--- config.mk ---
export PLATFORM = sky130hd
export DESIGN_NAME = vmode_lock_ctrl
export DESIGN_NICKNAME = d
export VERILOG_FILES = /design/src/rtl/vmode_pkg.sv /design/src/rtl/vmode_stablecheck.sv /design/src/rtl/vmode_lock_ctrl.sv
export SDC_FILE = /design/constraint.sdc
export NUM_CORES = 1
export LEC_CHECK = 0
export CAP_MARGIN = 20
export CORE_UTILIZATION = 35
export DETAILED_ROUTE_END_ITERATION = 8
export DONT_BUFFER_PORTS = 1
export GPL_TIMING_DRIVEN = 0
export PLACE_DENSITY = 0.5
export SYNTH_ARGS = -nofsm -noshare
export SYNTH_HDL_FRONTEND = slang
export SYNTH_SLANG_ARGS = --single-unit
--- constraint.sdc ---
create_clock -name i_clk -period 2.9 [get_ports i_clk]
set_input_delay 0.58 -clock i_clk [delete_from_list [all_inputs] [get_ports i_clk]]
set_output_delay 0.58 -clock i_clk [all_outputs]
set_load 0.05 [all_outputs]
--- src/rtl/vmode_pkg.sv ---
// Shared definitions for the video-mode lock controller: state encoding,
// 16-bit field offsets within a 64-bit mode word, and the default loss timeout.
package vmode_pkg;

  typedef enum logic [1:0] {
    ST_SEARCH = 2'd0,
    ST_COMMIT = 2'd1,
    ST_LOCKED = 2'd2,
    ST_DRAIN  = 2'd3
  } vmode_state_e;

  // Field offsets within one 64-bit mode word ({active, sstart, ssend, total}).
  localparam int ACTIVE_HI = 63;
  localparam int ACTIVE_LO = 48;
  localparam int SSTART_HI = 47;
  localparam int SSTART_LO = 32;
  localparam int SSEND_HI  = 31;
  localparam int SSEND_LO  = 16;
  localparam int TOTAL_HI  = 15;
  localparam int TOTAL_LO  = 0;

  localparam logic [25:0] TIMEOUT_DEFAULT = 26'd3_000_000;

  // Active pixel/line count of a mode word; zero marks "no signal".
  function automatic logic [15:0] mode_active(input logic [63:0] m);
    return m[ACTIVE_HI:ACTIVE_LO];
  endfunction

endpackage

--- src/rtl/vmode_stablecheck.sv ---
// Sample store, exact 128-bit compare and saturating stable-frame counter.
// Raises o_lock_hit on the strobe that completes STABLE_FRAMES identical frames.
module vmode_stablecheck
  import vmode_pkg::*;
#(
  parameter int STABLE_FRAMES = 4
) (
  input  logic         i_clk,
  input  logic         i_reset,
  input  logic         i_search,
  input  logic         i_enable,
  input  logic         i_stb,
  input  logic         i_tmo,
  input  logic         i_clear,
  input  logic [127:0] i_sample,
  output logic         o_lock_hit
);

  localparam logic [4:0] LOCK_AT = 5'(STABLE_FRAMES - 1);

  logic [127:0] stored;
  logic [3:0]   stable_cnt;
  logic [3:0]   cnt_inc;
  logic         same;

  assign same = (i_sample == stored)
             && (mode_active(i_sample[127:64]) != 16'd0)
             && (mode_active(i_sample[63:0]) != 16'd0);

  assign cnt_inc = (stable_cnt == 4'hF) ? stable_cnt : stable_cnt + 4'd1;

  // Lock when this matching strobe brings the count up to STABLE_FRAMES-1.
  assign o_lock_hit = i_search && i_enable && i_stb && same
                   && (({1'b0, stable_cnt} + 5'd1) >= LOCK_AT);

  always_ff @(posedge i_clk) begin
    if (i_reset || i_clear) begin
      stored     <= '0;
      stable_cnt <= '0;
    end else if (i_search) begin
      if (i_stb) begin
        stored     <= i_sample;
        stable_cnt <= (i_enable && same) ? cnt_inc : 4'd0;
      end else if (!i_enable || i_tmo) begin
        stable_cnt <= '0;
      end
    end
  end

endmodule

--- src/rtl/vmode_lock_ctrl.sv ---
// Video-mode lock FSM: search for a stable mode, commit it to the capture DMA,
// hold lock, drain on mode change. Optional signal-loss timeout: VMODE_TIMEOUT_EN.
module vmode_lock_ctrl
  import vmode_pkg::*;
#(
  parameter int          STABLE_FRAMES  = 4,
  parameter logic [25:0] TIMEOUT_CYCLES = TIMEOUT_DEFAULT
) (
  input  logic        i_clk,
  input  logic        i_reset,
  input  logic        i_enable,
  input  logic        i_frame_stb,
  input  logic [63:0] i_hmode,
  input  logic [63:0] i_vmode,
  output logic [63:0] o_hmode,
  output logic [63:0] o_vmode,
  output logic        o_cfg_valid,
  input  logic        i_cfg_ready,
  output logic        o_capture_en,
  input  logic        i_dma_busy,
  output logic        o_locked,
  output logic        o_int,
  output logic [1:0]  o_state
);

  vmode_state_e state;
  logic         lock_hit;
  logic         drain_done;
  logic         tmo;
  logic         mode_changed;

  assign o_state      = state;
  assign drain_done   = (state == ST_DRAIN) && !i_dma_busy;
  assign mode_changed = i_frame_stb && ({i_hmode, i_vmode} != {o_hmode, o_vmode});

`ifdef VMODE_TIMEOUT_EN
  logic [25:0] tmo_cnt;

  always_ff @(posedge i_clk) begin
    if (i_reset || i_frame_stb)
      tmo_cnt <= '0;
    else if (tmo_cnt != '1)
      tmo_cnt <= tmo_cnt + 26'd1;
  end

  assign tmo = (tmo_cnt >= TIMEOUT_CYCLES);
`else
  // No counter in this build; the parameter is kept so both builds share one interface.
  assign tmo = 1'b0 & (TIMEOUT_CYCLES == '0);
`endif

  vmode_stablecheck #(
    .STABLE_FRAMES(STABLE_FRAMES)
  ) u_stablecheck (
    .i_clk      (i_clk),
    .i_reset    (i_reset),
    .i_search   (state == ST_SEARCH),
    .i_enable   (i_enable),
    .i_stb      (i_frame_stb),
    .i_tmo      (tmo),
    .i_clear    (drain_done),
    .i_sample   ({i_hmode, i_vmode}),
    .o_lock_hit (lock_hit)
  );

  always_ff @(posedge i_clk) begin
    if (i_reset) begin
      state        <= ST_SEARCH;
      o_hmode      <= '0;
      o_vmode      <= '0;
      o_cfg_valid  <= 1'b0;
      o_capture_en <= 1'b0;
      o_locked     <= 1'b0;
      o_int        <= 1'b0;
    end else begin
      o_int <= 1'b0;
      case (state)
        ST_SEARCH: if (lock_hit) begin
          o_hmode     <= i_hmode;
          o_vmode     <= i_vmode;
          o_cfg_valid <= 1'b1;
          state       <= ST_COMMIT;
        end
        // Strobes are ignored here; the committed mode stays frozen until the handshake.
        ST_COMMIT: if (i_cfg_ready) begin
          o_cfg_valid  <= 1'b0;
          o_capture_en <= 1'b1;
          o_locked     <= 1'b1;
          o_int        <= 1'b1;
          state        <= ST_LOCKED;
        end
        ST_LOCKED: if (!i_enable || tmo || mode_changed) begin
          o_capture_en <= 1'b0;
          o_locked     <= 1'b0;
          o_int        <= 1'b1;
          state        <= ST_DRAIN;
        end
        ST_DRAIN: if (!i_dma_busy) state <= ST_SEARCH;
        default: state <= ST_SEARCH;
      endcase
    end
  end

endmodule

==> results_dict.tcl <==
set metrics [dict create \
    pwr-share-clk 0.409 \
    tightest_slew_ns 1.20 \
    grt_pass1_vias 11373 \
    ioPinCount 268 \
    yosys_warnings 0 \
    wirelength_um 61800 \
    hp-class "input port to flop" \
    nNetsFinal 1767 \
    critPathCaptureType "flop" \
    yosys.area.top_type "dfxtp_1" \
    area_growth_pct 16.4 \
    finalSetupViolCount 102 \
    antenna_found_initial 0 \
    final_area_um2 15300 \
    vias 11849 \
    skew_ns 0.0117 \
    postSynthCellCount 1583 \
    slowest_stage "a2111oi_1" \
    die_h_um 196 \
    final_cell_count_no_fill 2112 \
    max_cap_viol_count 0 \
    dieArea_um2 38300 \
    clkSlewWorstSetupHoldPaths_ns 0.06 \
    layout_setup_ws_ns -0.108 \
    initial_core_util 0.357 \
    post_drt_wl_per_cell_um 29.3 \
    power.total_uw 9340 \
    pwr-share-comb 0.162 \
    cts.sinks 265 \
    placementRows 70 \
    final_hold_viol_count 0 \
    clkLatencyLatePin_ns 0.57 \
    grt_pass1_wl_um 84800 \
    yosysUniqueCellTypes 49 \
    p_per_area_nw_per_um2 610 \
    core_area_um2 36800 \
    rsz0062_at_grt "true" \
    placed_cell_area_um2 13700 \
    clockRootBuffer "clkbuf_16" \
    fin_crit_sh 1.04 \
    fillers 3769 \
    drive_gt1_frac 0.0760 \
    synth_edf_count 0 \
    crit_path_cell_trace "nor2b_1 -> a2111oi_1 -> nand4_1 -> nor4_1 -> nand4_1 -> nor3_4 -> buf_6 -> buf_12 -> buf_16 -> mux2i_2 -> nor2_1" \
    drtIter0Drc 949 \
    cts_tree "built" \
    slew_headroom 0.198 \
    cts_htree_levels 1 \
    p_sw_uw 2800 \
    cp_data_arrival_time_ns 3.43 \
    dr.pass1.iters 5 \
    crit_path_max_incr_delay_ns 0.57 \
    power_frac_seq 0.429 \
    cts_max_path_buffers 3 \
    p_leak_uw 0.00555 \
    synth_top_area_share 0.404 \
    drtAntennaViolNets 0 \
    start_kind "flop" \
    status "finished, violations left" \
    ys_seq_area_frac 0.404 \
    detailed_place_hpwl_um 49500 \
    antenna_cells 0 \
    fin_crit_ns 3.01 \
    synth_area_leaders "dfxtp_1 (40%), mux2i_1 (9.9%), xor2_1 (9.6%), nand2_1 (7.7%), nor2b_1 (5.5%)" \
    p_int_uw 6540 \
    violations "setup timing" \
    syn-num-nets 1723 \
    synth-seq-cells 265 \
    port_buffers 0 \
    cts_buffers 30 \
    placed_cells 2051 \
    r2r_slack_ns -0.11 \
    peakVddDrop_mv 0.470 \
    synthArstFlopShare 0 \
    vias_per_cell 5.61 \
    cp_max_fo 8 \
    die_w_um 196 \
    postCtsHoldBufs 0 \
    switching_share 0.300 \
    cpMostUsedCell "nand4_1" \
    drcViolationCount 0 \
    syn-mean-instance-area_um2 8.30 \
    timing.fmax_mhz 332 \
    routabilityCongestion 1.04 \
    grt_use_total 0.312 \
    gr-total-overflow 0 \
    crit_type "flop to flop" \
    worstPathRequired_ns 3.32 \
    slew_viol_final 0 \
    netlist_area_um2 13100 \
    grt_start_max_net_pins 20 \
    yosys_most_used_dff "dfxtp_1" \
]
-- stage by stage --
step	TNS, ns	utilization	hold slack, ns	setup WS, ns
after floorplan	0	-	0.445	0.222
after global placement	-96.14	0.373	0.453	-0.853
after detailed placement	-100.43	0.373	0.458	-0.883
after CTS	-2.61	0.407	0.118	-0.0662
after global routing	-7.71	0.416	0.126	-0.169
final	-4.65	0.416	0.134	-0.108
-- synth_stat cells, types with 22 or more instances --
cell type / n
a21oi_1: 131
clkbuf_1: 52
dfxtp_1: 265
inv_1: 45
mux2i_1: 130
nand2_1: 269
nand4_1: 39
nor2_1: 154
nor2b_1: 115
nor4_1: 105
xnor2_1: 22
xor2_1: 144
-- logic make-up (layout without fill, tap and decap cells) --
group | Yosys count | count (layout) | synth area share
buf+inv | 118 | 179 | 0.0409
fa+ha+maj | 6 | 6 | 0.00571
simple gates | 713 | 713 | 0.259
compound gates | 185 | 185 | 0.0812
xor+xnor | 166 | 166 | 0.111
mux | 130 | 130 | 0.0990
flops | 265 | 265 | 0.404
-- state kept, by name, indices dropped and copies added (netlist names) --
register,flops
u_stablecheck.stored,128
o_hmode,64
o_vmode,64
u_stablecheck.stable_cnt,4
o_state,2
o_cfg_valid,1
o_int,1
o_locked,1
-- timing repair --
item,4_1_cts,5_1_grt
pin swaps,7,11
buffers inserted,3,1
gates cloned,2,7
hold endpoints to repair,0,0
setup endpoints to repair,165,232
resized for setup,58,39
-- critical path: cells and delay by family (launching register included) --
kind	cells	cell delay [ns]
flops	1	0.36
buf+inv	3	0.50
compound gates	1	0.57
simple gates	6	1.16
mux	1	0.22
-- final timing paths --
kind                                                start                        end  depth (start not counted)
worst max-delay path             u_stablecheck.stored[19]                o_hmode[20]                         11
worst min register to register  u_stablecheck.stored[126]  u_stablecheck.stored[126]                          2
worst max register to register   u_stablecheck.stored[19]                o_hmode[20]                         11
worst min-delay path                          i_vmode[40]   u_stablecheck.stored[40]                          2
-- layout by cell type (no fill, tap or decap), drive strengths merged, types with 3 or more instances in the layout --
cell type	count
o22ai	13
nand2b	3
a2111oi	8
nor2	154
mux2i	130
nor2b	115
xnor2	22
a21oi	131
nor4	105
a22oi	5
nand3	8
o21ai	5
ha	6
nor4b	3
bufinv	3
nor3	11
xor2	144
clkbuf	98
nand4	39
buf	26
clkinv	7
inv	45
dfxtp	265
nand2	269
o2bb2ai	5
-- metal layers --
metal  part of all wire  track usage  up-vias
met3              0.079       0.0652       81
met2               0.47        0.528      426
met4              0.031       0.0816        0
met5                  0            0        -
met1               0.42        0.404     5849
li1                   -            -     5493
-- final cells by class --
cell class                 instances  area, um^2  area share
multi-input combinational       1200        7490       0.490
sequential                       265        5330       0.349
clock buffer                      39         826      0.0540
tap                              468         586      0.0383
buffer                            72         497      0.0325
timing repair buffer              13         268      0.0175
inverter                          45         169      0.0110
clock inverter                    10         129     0.00842
-- power groups by stage --
| stage | Clock [uW] | Combinational (uW) | Sequential (uW) |
|---|---|---|---|
| after floorplan | 0 | 918 | 4040 |
| after global placement | 0 | 1450 | 4070 |
| after detailed placement | 0 | 1450 | 4080 |
| after CTS | 3880 | 1480 | 4000 |
| after global routing | 4020 | 1620 | 4030 |
| final | 3820 | 1510 | 4010 |
(Power assumes the default switching activity.)
